<file path="src/rtl/mux_stream_rr_if.sv">
// Stream bundle for mux_stream_rr: N input channels, one registered output channel.
// MUX_STREAM_LOCK_EN adds in_last/out_last packet framing.
interface mux_stream_rr_if #(
  parameter int unsigned WIDTH = 64,
  parameter int unsigned N     = 8
);
  localparam int unsigned SELW = $clog2(N);

  logic [N*WIDTH-1:0] in_data;
  logic [N-1:0]       in_valid;
  logic [N-1:0]       in_ready;
  logic               mode;
  logic [SELW-1:0]    select;
  logic [WIDTH-1:0]   out_data;
  logic [SELW-1:0]    out_src;
  logic               out_valid;
  logic               out_ready;
`ifdef MUX_STREAM_LOCK_EN
  logic [N-1:0]       in_last;
  logic               out_last;

  modport master (
    output in_data, in_valid, mode, select, out_ready, in_last,
    input  in_ready, out_data, out_src, out_valid, out_last
  );
  modport slave (
    input  in_data, in_valid, mode, select, out_ready, in_last,
    output in_ready, out_data, out_src, out_valid, out_last
  );
`else
  modport master (
    output in_data, in_valid, mode, select, out_ready,
    input  in_ready, out_data, out_src, out_valid
  );
  modport slave (
    input  in_data, in_valid, mode, select, out_ready,
    output in_ready, out_data, out_src, out_valid
  );
`endif
endinterface

</file>
<file path="src/rtl/mux_stream_rr.sv">
// N-to-1 registered stream mux with explicit-select or round-robin arbitration.
// Define MUX_STREAM_LOCK_EN to hold the grant on one channel until its in_last beat.
module mux_stream_rr #(
  parameter int unsigned WIDTH = 64,
  parameter int unsigned N     = 8
) (
  input logic            clk,
  input logic            reset_n,
  mux_stream_rr_if.slave bus
);
  localparam int unsigned SELW = $clog2(N);

  logic [WIDTH-1:0] chan_data [N];
  logic [SELW-1:0]  rr_ptr_q, rr_ptr_d;
  logic             out_valid_q, out_valid_d;
  logic [WIDTH-1:0] out_data_q, out_data_d;
  logic [SELW-1:0]  out_src_q, out_src_d;
  logic [SELW-1:0]  arb_grant, grant;
  logic             arb_valid, grant_valid, rr_found;
  logic             pipe_ready, xfer, last_beat;

  for (genvar gi = 0; gi < N; gi++) begin : g_chan
    assign chan_data[gi] = bus.in_data[gi*WIDTH +: WIDTH];
  end

  // Round-robin scans [rr_ptr..N-1] first, then wraps to [0..rr_ptr-1].
  always_comb begin
    arb_grant = '0;
    arb_valid = 1'b0;
    rr_found  = 1'b0;
    if (!bus.mode) begin
      if (32'(bus.select) < N) begin
        arb_grant = bus.select;
        arb_valid = bus.in_valid[bus.select];
      end
    end else begin
      for (int c = 0; c < int'(N); c++) begin
        if (!rr_found && c >= int'(rr_ptr_q) && bus.in_valid[c]) begin
          arb_grant = SELW'(c);
          rr_found  = 1'b1;
        end
      end
      for (int c = 0; c < int'(N); c++) begin
        if (!rr_found && bus.in_valid[c]) begin
          arb_grant = SELW'(c);
          rr_found  = 1'b1;
        end
      end
      arb_valid = rr_found;
    end
  end

`ifdef MUX_STREAM_LOCK_EN
  logic            lock_q, lock_d;
  logic [SELW-1:0] lock_ch_q, lock_ch_d;

  always_ff @(posedge clk or negedge reset_n) begin
    if (!reset_n) begin
      lock_q    <= 1'b0;
      lock_ch_q <= '0;
    end else begin
      lock_q    <= lock_d;
      lock_ch_q <= lock_ch_d;
    end
  end

  always_comb begin
    lock_d    = lock_q;
    lock_ch_d = lock_ch_q;
    if (xfer) begin
      lock_d    = !bus.in_last[grant];
      lock_ch_d = grant;
    end
  end

  always_comb begin
    if (lock_q) begin
      grant       = lock_ch_q;
      grant_valid = bus.in_valid[lock_ch_q];
    end else begin
      grant       = arb_grant;
      grant_valid = arb_valid;
    end
  end

  assign last_beat = bus.in_last[grant];

  logic out_last_q, out_last_d;

  always_ff @(posedge clk or negedge reset_n) begin
    if (!reset_n) begin
      out_last_q <= 1'b0;
    end else begin
      out_last_q <= out_last_d;
    end
  end

  always_comb begin
    out_last_d = out_last_q;
    if (xfer) begin
      out_last_d = bus.in_last[grant];
    end
  end

  assign bus.out_last = out_last_q;
`else
  assign grant       = arb_grant;
  assign grant_valid = arb_valid;
  assign last_beat   = 1'b1;
`endif

  assign pipe_ready = !out_valid_q || bus.out_ready;
  assign xfer       = grant_valid && pipe_ready;

  always_ff @(posedge clk or negedge reset_n) begin
    if (!reset_n) begin
      out_valid_q <= 1'b0;
      out_data_q  <= '0;
      out_src_q   <= '0;
      rr_ptr_q    <= '0;
    end else begin
      out_valid_q <= out_valid_d;
      out_data_q  <= out_data_d;
      out_src_q   <= out_src_d;
      rr_ptr_q    <= rr_ptr_d;
    end
  end

  always_comb begin
    out_valid_d = out_valid_q;
    out_data_d  = out_data_q;
    out_src_d   = out_src_q;
    rr_ptr_d    = rr_ptr_q;
    if (xfer) begin
      out_valid_d = 1'b1;
      out_data_d  = chan_data[grant];
      out_src_d   = grant;
      if (bus.mode && last_beat) begin
        rr_ptr_d = (grant == SELW'(N - 1)) ? '0 : grant + SELW'(1);
      end
    end else if (bus.out_ready) begin
      out_valid_d = 1'b0;
    end
  end

  // in_ready is forced low during reset even though the output stage looks empty.
  always_comb begin
    bus.in_ready = '0;
    if (reset_n && xfer) begin
      bus.in_ready = N'(1) << grant;
    end
  end

  assign bus.out_valid = out_valid_q;
  assign bus.out_data  = out_data_q;
  assign bus.out_src   = out_src_q;
endmodule

</file>
<file path="src/flat_wrapper.sv">
// flat-port wrapper written by rule: the top's interface ports become plain ports
module mux_stream_rr_flat 
#(
  parameter int unsigned WIDTH = 64,
  parameter int unsigned N     = 8
)
  (clk, reset_n, bus_in_data, bus_in_valid, bus_mode, bus_select, bus_out_ready, bus_in_ready, bus_out_data, bus_out_src, bus_out_valid);
  mux_stream_rr_if #(.WIDTH(WIDTH), .N(N)) bus_i ();
  input logic clk;
  input logic reset_n;
  input wire logic [$bits(bus_i.in_data)-1:0] bus_in_data;
  input wire logic [$bits(bus_i.in_valid)-1:0] bus_in_valid;
  input wire logic [$bits(bus_i.mode)-1:0] bus_mode;
  input wire logic [$bits(bus_i.select)-1:0] bus_select;
  input wire logic [$bits(bus_i.out_ready)-1:0] bus_out_ready;
  output wire logic [$bits(bus_i.in_ready)-1:0] bus_in_ready;
  output wire logic [$bits(bus_i.out_data)-1:0] bus_out_data;
  output wire logic [$bits(bus_i.out_src)-1:0] bus_out_src;
  output wire logic [$bits(bus_i.out_valid)-1:0] bus_out_valid;
  assign bus_i.in_data = bus_in_data;
  assign bus_i.in_valid = bus_in_valid;
  assign bus_i.mode = bus_mode;
  assign bus_i.select = bus_select;
  assign bus_i.out_ready = bus_out_ready;
  assign bus_in_ready = bus_i.in_ready;
  assign bus_out_data = bus_i.out_data;
  assign bus_out_src = bus_i.out_src;
  assign bus_out_valid = bus_i.out_valid;
  mux_stream_rr #(.WIDTH(WIDTH), .N(N)) u_core (.clk(clk), .reset_n(reset_n), .bus(bus_i));
endmodule
</file>
<file path="config.mk">
export PLATFORM = sky130hd
export DESIGN_NAME = mux_stream_rr_flat
export DESIGN_NICKNAME = d
export VERILOG_FILES = /design/src/rtl/mux_stream_rr_if.sv /design/src/rtl/mux_stream_rr.sv /design/src/flat_wrapper.sv
export SDC_FILE = /design/constraint.sdc
export NUM_CORES = 1
export LEC_CHECK = 0
export BUFFER_PORTS_ARGS = -buffer_cell sky130_fd_sc_hd__buf_2
export CAP_MARGIN = 10
export CELL_PAD_IN_SITES_DETAIL_PLACEMENT = 1
export CELL_PAD_IN_SITES_GLOBAL_PLACEMENT = 1
export CORE_AREA = 2 2 231 233
export CTS_BUF_LIST = sky130_fd_sc_hd__clkbuf_4 sky130_fd_sc_hd__clkbuf_8
export DETAILED_ROUTE_END_ITERATION = 10
export DIE_AREA = 0 0 233 235
export GPL_ROUTABILITY_DRIVEN = 1
export PLACE_DENSITY = 0.48
export SLEW_MARGIN = 0
export SYNTH_ARGS = -nofsm -noshare
export SYNTH_HDL_FRONTEND = slang
export SYNTH_SLANG_ARGS = --single-unit
</file>
<file path="constraint.sdc">
create_clock -name clk -period 4.1 [get_ports clk]
set_clock_uncertainty 0.05 [all_clocks]
set_input_delay 0.615 -clock clk [delete_from_list [all_inputs] [get_ports clk]]
set_output_delay 0.615 -clock clk [all_outputs]
set_load 0.005 [all_outputs]
</file>
==> Word-level counts from Yosys, hierarchy flattened <==
Index checks and enable logic that the tools add are counted.
{ "word_totals": {"register_bits": 71, "elab_cells": 117} }
{ "classes": {"add_sub_neg": 1, "magnitude_cmp": 9, "n_eq_ne": 1, "shift": 1, "mux": 57, "bitwise_logic": 1, "n_reduce_logical": 43} }
{ "op_table": {"columns": ["operator", "n"], "rows": [
  ["binary-select mux 64 bit (select 3 bit)", 1],
  ["2-to-1 mux 64 bit", 2],
  ["2-to-1 mux 3 bit", 14],
  ["2-to-1 mux 1 bit", 36],
  ["logical AND 1 bit", 24],
  ["zero test 1 bit", 16],
  [">= comparator 3 bit, first input constant", 3],
  ["2-to-1 mux 8 bit", 1],
  ["left shift 1 x 3 -> 8 bit, first input constant", 1],
  [">= comparator 1 x 3 -> 1 bit, first input constant", 2],
  [">= comparator 2 x 3 -> 1 bit, first input constant", 2],
  [">= comparator 4 bit, second input constant", 1],
  ["< comparator 3 x 4 -> 1 bit, second input constant", 1],
  ["2-to-1 mux 2 bit", 2],
  ["inverter 3 -> 4 bit", 1],
  ["adder 3 x 1 -> 3 bit, second input constant", 1],
  ["binary-select mux 1 bit (select 3 bit)", 1],
  ["== test 3 bit, second input constant", 1],
  ["AND reduction 2 bit", 1],
  ["nonzero test 2 bit", 1],
  ["logical OR 1 bit", 1]
]} }

==> Logic depth before layout (Yosys ltp) <==
{ "logic_depth": {"ltp_word": 74, "mapped_depth": 11, "depth_no_buf": 8} }

==> Least setup slack after synthesis <==
Ideal clock, no wire load.
{ "synth_path": {"kind": "in2out", "startpoint": "input port bus_in_valid[5]", "endpoint": "output port bus_in_ready[3]", "t_arrival_ns": 2.584, "t_required_ns": 3.435, "path_slack_ns": 0.851, "path_stages": 9, "cell_sequence": "a21boi_1 -> o31ai_4 -> a22oi_1 -> a221oi_2 -> clkbuf_1 -> clkbuf_1 -> ha_1 -> nand2_1 -> nor2_1"} }
{ "synth_between": {"elab_cells_between_ends": 62, "cone_classes": "1 x shift; 37 x mux; 24 x reduce/logical"} }
{ "synth_lines": {"columns": ["item", "line", "text"], "rows": [
  ["start, declared", "flat_wrapper.sv:12", "input wire logic [$bits(bus_i.in_valid)-1:0] bus_in_valid;"],
  ["logical AND 1 bit", "mux_stream_rr.sv:38", "if (!rr_found && c >= int'(rr_ptr_q) && bus.in_valid[c]) begin"],
  ["2-to-1 mux 1 bit", "mux_stream_rr.sv:38", null],
  ["2-to-1 mux 1 bit", "mux_stream_rr.sv:31", "if (!bus.mode) begin"],
  ["zero test 1 bit", "mux_stream_rr.sv:38", null],
  ["logical AND 1 bit (2 in series)", "mux_stream_rr.sv:38", null],
  ["2-to-1 mux 1 bit", "mux_stream_rr.sv:38", null],
  ["2-to-1 mux 1 bit", "mux_stream_rr.sv:31", null],
  ["zero test 1 bit", "mux_stream_rr.sv:38", null],
  ["[... 30 more ...]", null, null],
  ["2-to-1 mux 1 bit", "mux_stream_rr.sv:31", null],
  ["zero test 1 bit", "mux_stream_rr.sv:44", "if (!rr_found && bus.in_valid[c]) begin"],
  ["logical AND 1 bit", "mux_stream_rr.sv:44", null],
  ["2-to-1 mux 3 bit (*)", "mux_stream_rr.sv:44", null],
  ["2-to-1 mux 3 bit (*)", "mux_stream_rr.sv:31", null],
  ["net u_core.arb_grant[1]", "mux_stream_rr.sv:18", "logic [SELW-1:0] arb_grant, grant;"],
  ["left shift 1 x 3 -> 8 bit (*)", "mux_stream_rr.sv:150", "bus.in_ready = N'(1) << grant;"],
  ["2-to-1 mux 8 bit (*)", "mux_stream_rr.sv:149", "if (reset_n && xfer) begin"],
  ["end, declared", "flat_wrapper.sv:16", "output wire logic [$bits(bus_i.in_ready)-1:0] bus_in_ready;"]
]} }
The timed path passes the listed nets; every way through them passes the cells marked *. The select of a mux whose other input is x is not followed.

==> Final worst setup path <==
{ "layout_path": {"startpoint": "register u_core.rr_ptr_q[1]", "endpoint": "output port bus_in_ready[7]"} }
{ "layout_between": {"elab_chain_len": 73, "elab_cells_between_ends": 96, "cone_classes": "7 x order compare; 1 x shift; 49 x mux; 39 x reduce/logical"} }
{ "layout_lines": {"columns": ["item", "line", "text"], "rows": [
  ["start, declared", "mux_stream_rr.sv:14", "logic [SELW-1:0] rr_ptr_q, rr_ptr_d;"],
  ["start signal, assigned", "mux_stream_rr.sv:125", "rr_ptr_q <= rr_ptr_d;"],
  [">= comparator 1 x 3 -> 1 bit", "mux_stream_rr.sv:38", null],
  ["logical AND 1 bit", "mux_stream_rr.sv:38", null],
  ["2-to-1 mux 1 bit", "mux_stream_rr.sv:38", null],
  ["2-to-1 mux 1 bit", "mux_stream_rr.sv:31", null],
  ["zero test 1 bit", "mux_stream_rr.sv:38", null],
  ["logical AND 1 bit (2 in series)", "mux_stream_rr.sv:38", null],
  ["2-to-1 mux 1 bit", "mux_stream_rr.sv:38", null],
  ["2-to-1 mux 1 bit", "mux_stream_rr.sv:31", null],
  ["[... 56 more ...]", null, null],
  ["2-to-1 mux 1 bit", "mux_stream_rr.sv:31", null],
  ["zero test 1 bit", "mux_stream_rr.sv:44", null],
  ["logical AND 1 bit", "mux_stream_rr.sv:44", null],
  ["2-to-1 mux 1 bit", "mux_stream_rr.sv:44", null],
  ["2-to-1 mux 1 bit", "mux_stream_rr.sv:31", null],
  ["logical AND 1 bit", "mux_stream_rr.sv:113", "assign xfer = grant_valid && pipe_ready;"],
  ["logical AND 1 bit", "mux_stream_rr.sv:149", null],
  ["2-to-1 mux 8 bit (*)", "mux_stream_rr.sv:149", null]
]} }
Every way passes the cells marked *; elsewhere a longest branch is shown, timed or not. The select of a mux whose other input is x is not followed.

==> run_results.csv <==
group,metric,value,unit
route,drtIter0Drc,644,
setup_path,startpoint,"u_core.rr_ptr_q[1]$_DFFE_PN0P_",
setup_path,cp_slowest_cell,"dfrtp_1",
setup_path,critPathMaxFanout,10,
status,status,"completed",
clocking,clk_latency,0.43,ns
synthesis,synth_edf_count,0,
synthesis,synth_area_leaders,"dfrtp_1, a21oi_1, a211oi_1",
route,drt_wl_total,59300,µm
clocking,clk_pin_slew,0.08,ns
timing,tns,0,ns
clocking,cts_sinks,71,
cells_and_area,final_cells,2365,
timing,slew_violations,0,
timing,rsz0062_at_grt,"no",
clocking,cts_tree,"yes",
timing,max_freq,0.265,GHz
timing,hold_viol,0,
global_route,grt_max_degree,68,
route,drc,0,
cells_and_area,layout-drive-gt1-share,41.2,%
synthesis,yosysSeqAreaShare,22.6,%
setup_path,crit_chain,"a21boi_1, o31ai_4, a22oi_1, a221oi_4, buf_4, ha_1, nand2_1, nor2_1, buf_2",
clocking,cts_hold_buffers,0,
setup_path,r2r_start,"u_core.rr_ptr_q[2]$_DFFE_PN0P_",
flow_run,drv_cap,0,
route,routed_via_density,4.95,
cells_and_area,area_delta_synth_final,51.5,%
setup_path,worstSetupPathType,"reg -> out",
placed_design,port_buffers,602,
global_route,antenna_found_initial,20,
placed_design,dpl.hpwl,45600,µm
floorplanning,die-area,54800,µm²
placed_design,gp_congestion,0.863,
synthesis,synth_fp_nets,1668,
setup_path,endpoint_kind,"primary output",
pwr,peakVddDrop,0.000237,V
synthesis,ys_seq_elements,71,
placed_design,placedCellCount,2341,
floorplanning,num_rows,84,
hold_path,hold_class,"in -> async",
synthesis,async_reset_ff_share,100,%
synthesis,yosys_warnings,0,
synthesis,yosysUniqueCellTypes,51,
synthesis,synthMostInstantiatedCell,"nand2_1",
pwr,power.density,509,nW/µm²
setup_path,crit_arrival,3.11,ns
clocking,cts_buffer_depth,2,
clocking,cts_made_buffers,9,
timing,worstMarginPinSlew,1.06,ns
route,wl_per_cell,25.1,µm
global_route,gr-usage-all-layers,21.0,%
timing,slew_headroom,28.9,%
clocking,cts-root-buf,"clkbuf_8",
timing,finalCritPeriodShare,92.0,%
synthesis,netlist_area,7860,µm²
floorplanning,start_util,15.0,%
synthesis,avgSynthCellArea,6.91,µm²
route,vias,11702,
synthesis,yosys.area.top_type,"dfrtp_1",
setup_path,cp.required,3.43,ns
timing,finalSetupViolCount,0,
floorplanning,pin_count,603,
floorplanning,die_y,235,µm
synthesis,synth_flop_cell,"dfrtp_1",
floorplanning,die_x,233,µm
timing,post-route-min-period,3.77,ns
clocking,cts_setup_buffers,0,
synthesis,yosys-top-cells-count,"nand2_1, a21oi_1, o21ai_0",
floorplanning,core_area,52200,µm²
global_route,overflow,0,
global_route,grt_pass1_vias,12524,
setup_path,slowest_delay,0.57,ns
cells_and_area,layout.nets,2195,
route,firstDrtPassIters,5,
global_route,grt_pass1_wl,85500,µm
setup_path,cp-start-kind,"flop",
synthesis,synth_top_area_share,22.6,%
clocking,cts_resized,0,
synthesis,syn_inst,1137,
clocking,htreeDepth,3,
pwr,p_leak,0.00586,µW
route,ant_nets,0,
==> per-stage QoR <==
stage / worst slack [ns] / hold slack (ns) / util [%] / power (µW) / area [µm²]
floorplan: 0.851 / 0.269 / - / 3550 / 7860
detailed placement: 0.267 / 0.418 / 22.4 / 5510 / 11700
finish: 0.327 / 0.151 / 22.8 / 6060 / 11900
global route: 0.0794 / 0.158 / 22.8 / 6510 / 11900
CTS: 0.265 / 0.129 / 22.7 / 6130 / 11900
global placement: 0.210 / 0.411 / 22.4 / 5500 / 11700
==> kinds of logic (layout without fill, tap and decap cells) <==
group / after synthesis / after routing / share of synthesized area, %
XOR/XNOR: 1 / 1 / 0.111
buffers and inverters: 205 / 734 / 10.5
AND/OR/NAND/NOR: 242 / 242 / 12.4
flip-flops: 71 / 71 / 22.6
multiplexers: 2 / 2 / 0.573
other: 0 / 11 / 0
AO/OA/AOI/OAI: 612 / 612 / 53.1
adder cells (fa/ha/maj): 4 / 4 / 0.637
==> per-layer routing <==
layer	vias to the layer above	track usage [%]	share of wire, %
met5	-	0	0.19
met4	20	5.29	1.4
met3	49	4.32	6.6
met2	449	38.0	51
met1	5844	25.1	41
li1	5340	-	-
==> power breakdown <==
part	internal [µW]	leakage (µW)	switching (µW)
registers	1030	0.000874	221
logic	1530	0.00491	2690
clock network	231	0.0000844	359
total	2790	0.00586	3270
==> flip-flops by register name (all words and copies together) (netlist names) <==
register and cells:
u_core.bus.out_src 3, u_core.rr_ptr_q 3, u_core.bus.out_data 64, u_core.bus.out_valid 1
==> worst max-delay path, delay by kind of cell (launching register included) <==
family                   cells  cell delay [ns]
flip-flops                   1             0.57
AND/OR/NAND/NOR              2             0.22
buffers and inverters        2             0.37
adder cells (fa/ha/maj)      1             0.22
AO/OA/AOI/OAI                4             1.29
==> path summary, 6_finish.rpt <==
check	to	slack, ns	cells past startpoint
hold / removal	u_core.bus.out_data[20]$_DFFE_PN0P_	0.15	1
min in group clk	u_core.bus.out_src[1]$_DFFE_PN0P_	0.43	2
setup / recovery	bus_in_ready[7]	0.33	9
setup reg to reg	u_core.bus.out_data[0]$_DFFE_PN0P_	0.47	9
hold reg to reg	u_core.bus.out_src[1]$_DFFE_PN0P_	0.43	2
max in group asynchronous	u_core.bus.out_data[48]$_DFFE_PN0P_	2.81	2
==> final cells by class <==
type,instances,area (µm²)
clock buffers,11,145
inverters,73,280
clock inverters,2,10.0
fillers,6511,40300
flip-flops and latches,71,1780
diodes,11,27.5
multi-input cells,861,5330
repair buffers,648,3470
well taps,688,861
==> placed cells by master (no fill, tap or decap), types with 2 or more instances in the layout <==
master    instances
buf_2           601
nand2_1         204
a21oi_1         197
o21ai_0         131
a211oi_1        130
inv_1            71
dfrtp_1          71
a2111o_1         64
a221oi_1         61
buf_4            38
nor2_1           15
diode_2          11
clkbuf_8         10
buf_12            9
nor2b_1           4
and3_1            4
ha_1              4
clkinv_2          3
a221oi_2          3
a21boi_1          2
o21ai_1           2
nand2_4           2
a31oi_1           2
a21oi_4           2
nor3_1            2
a311oi_1          2
mux4_2            2
or4_2             2
a22o_1            2
(Power assumes the default switching activity.)
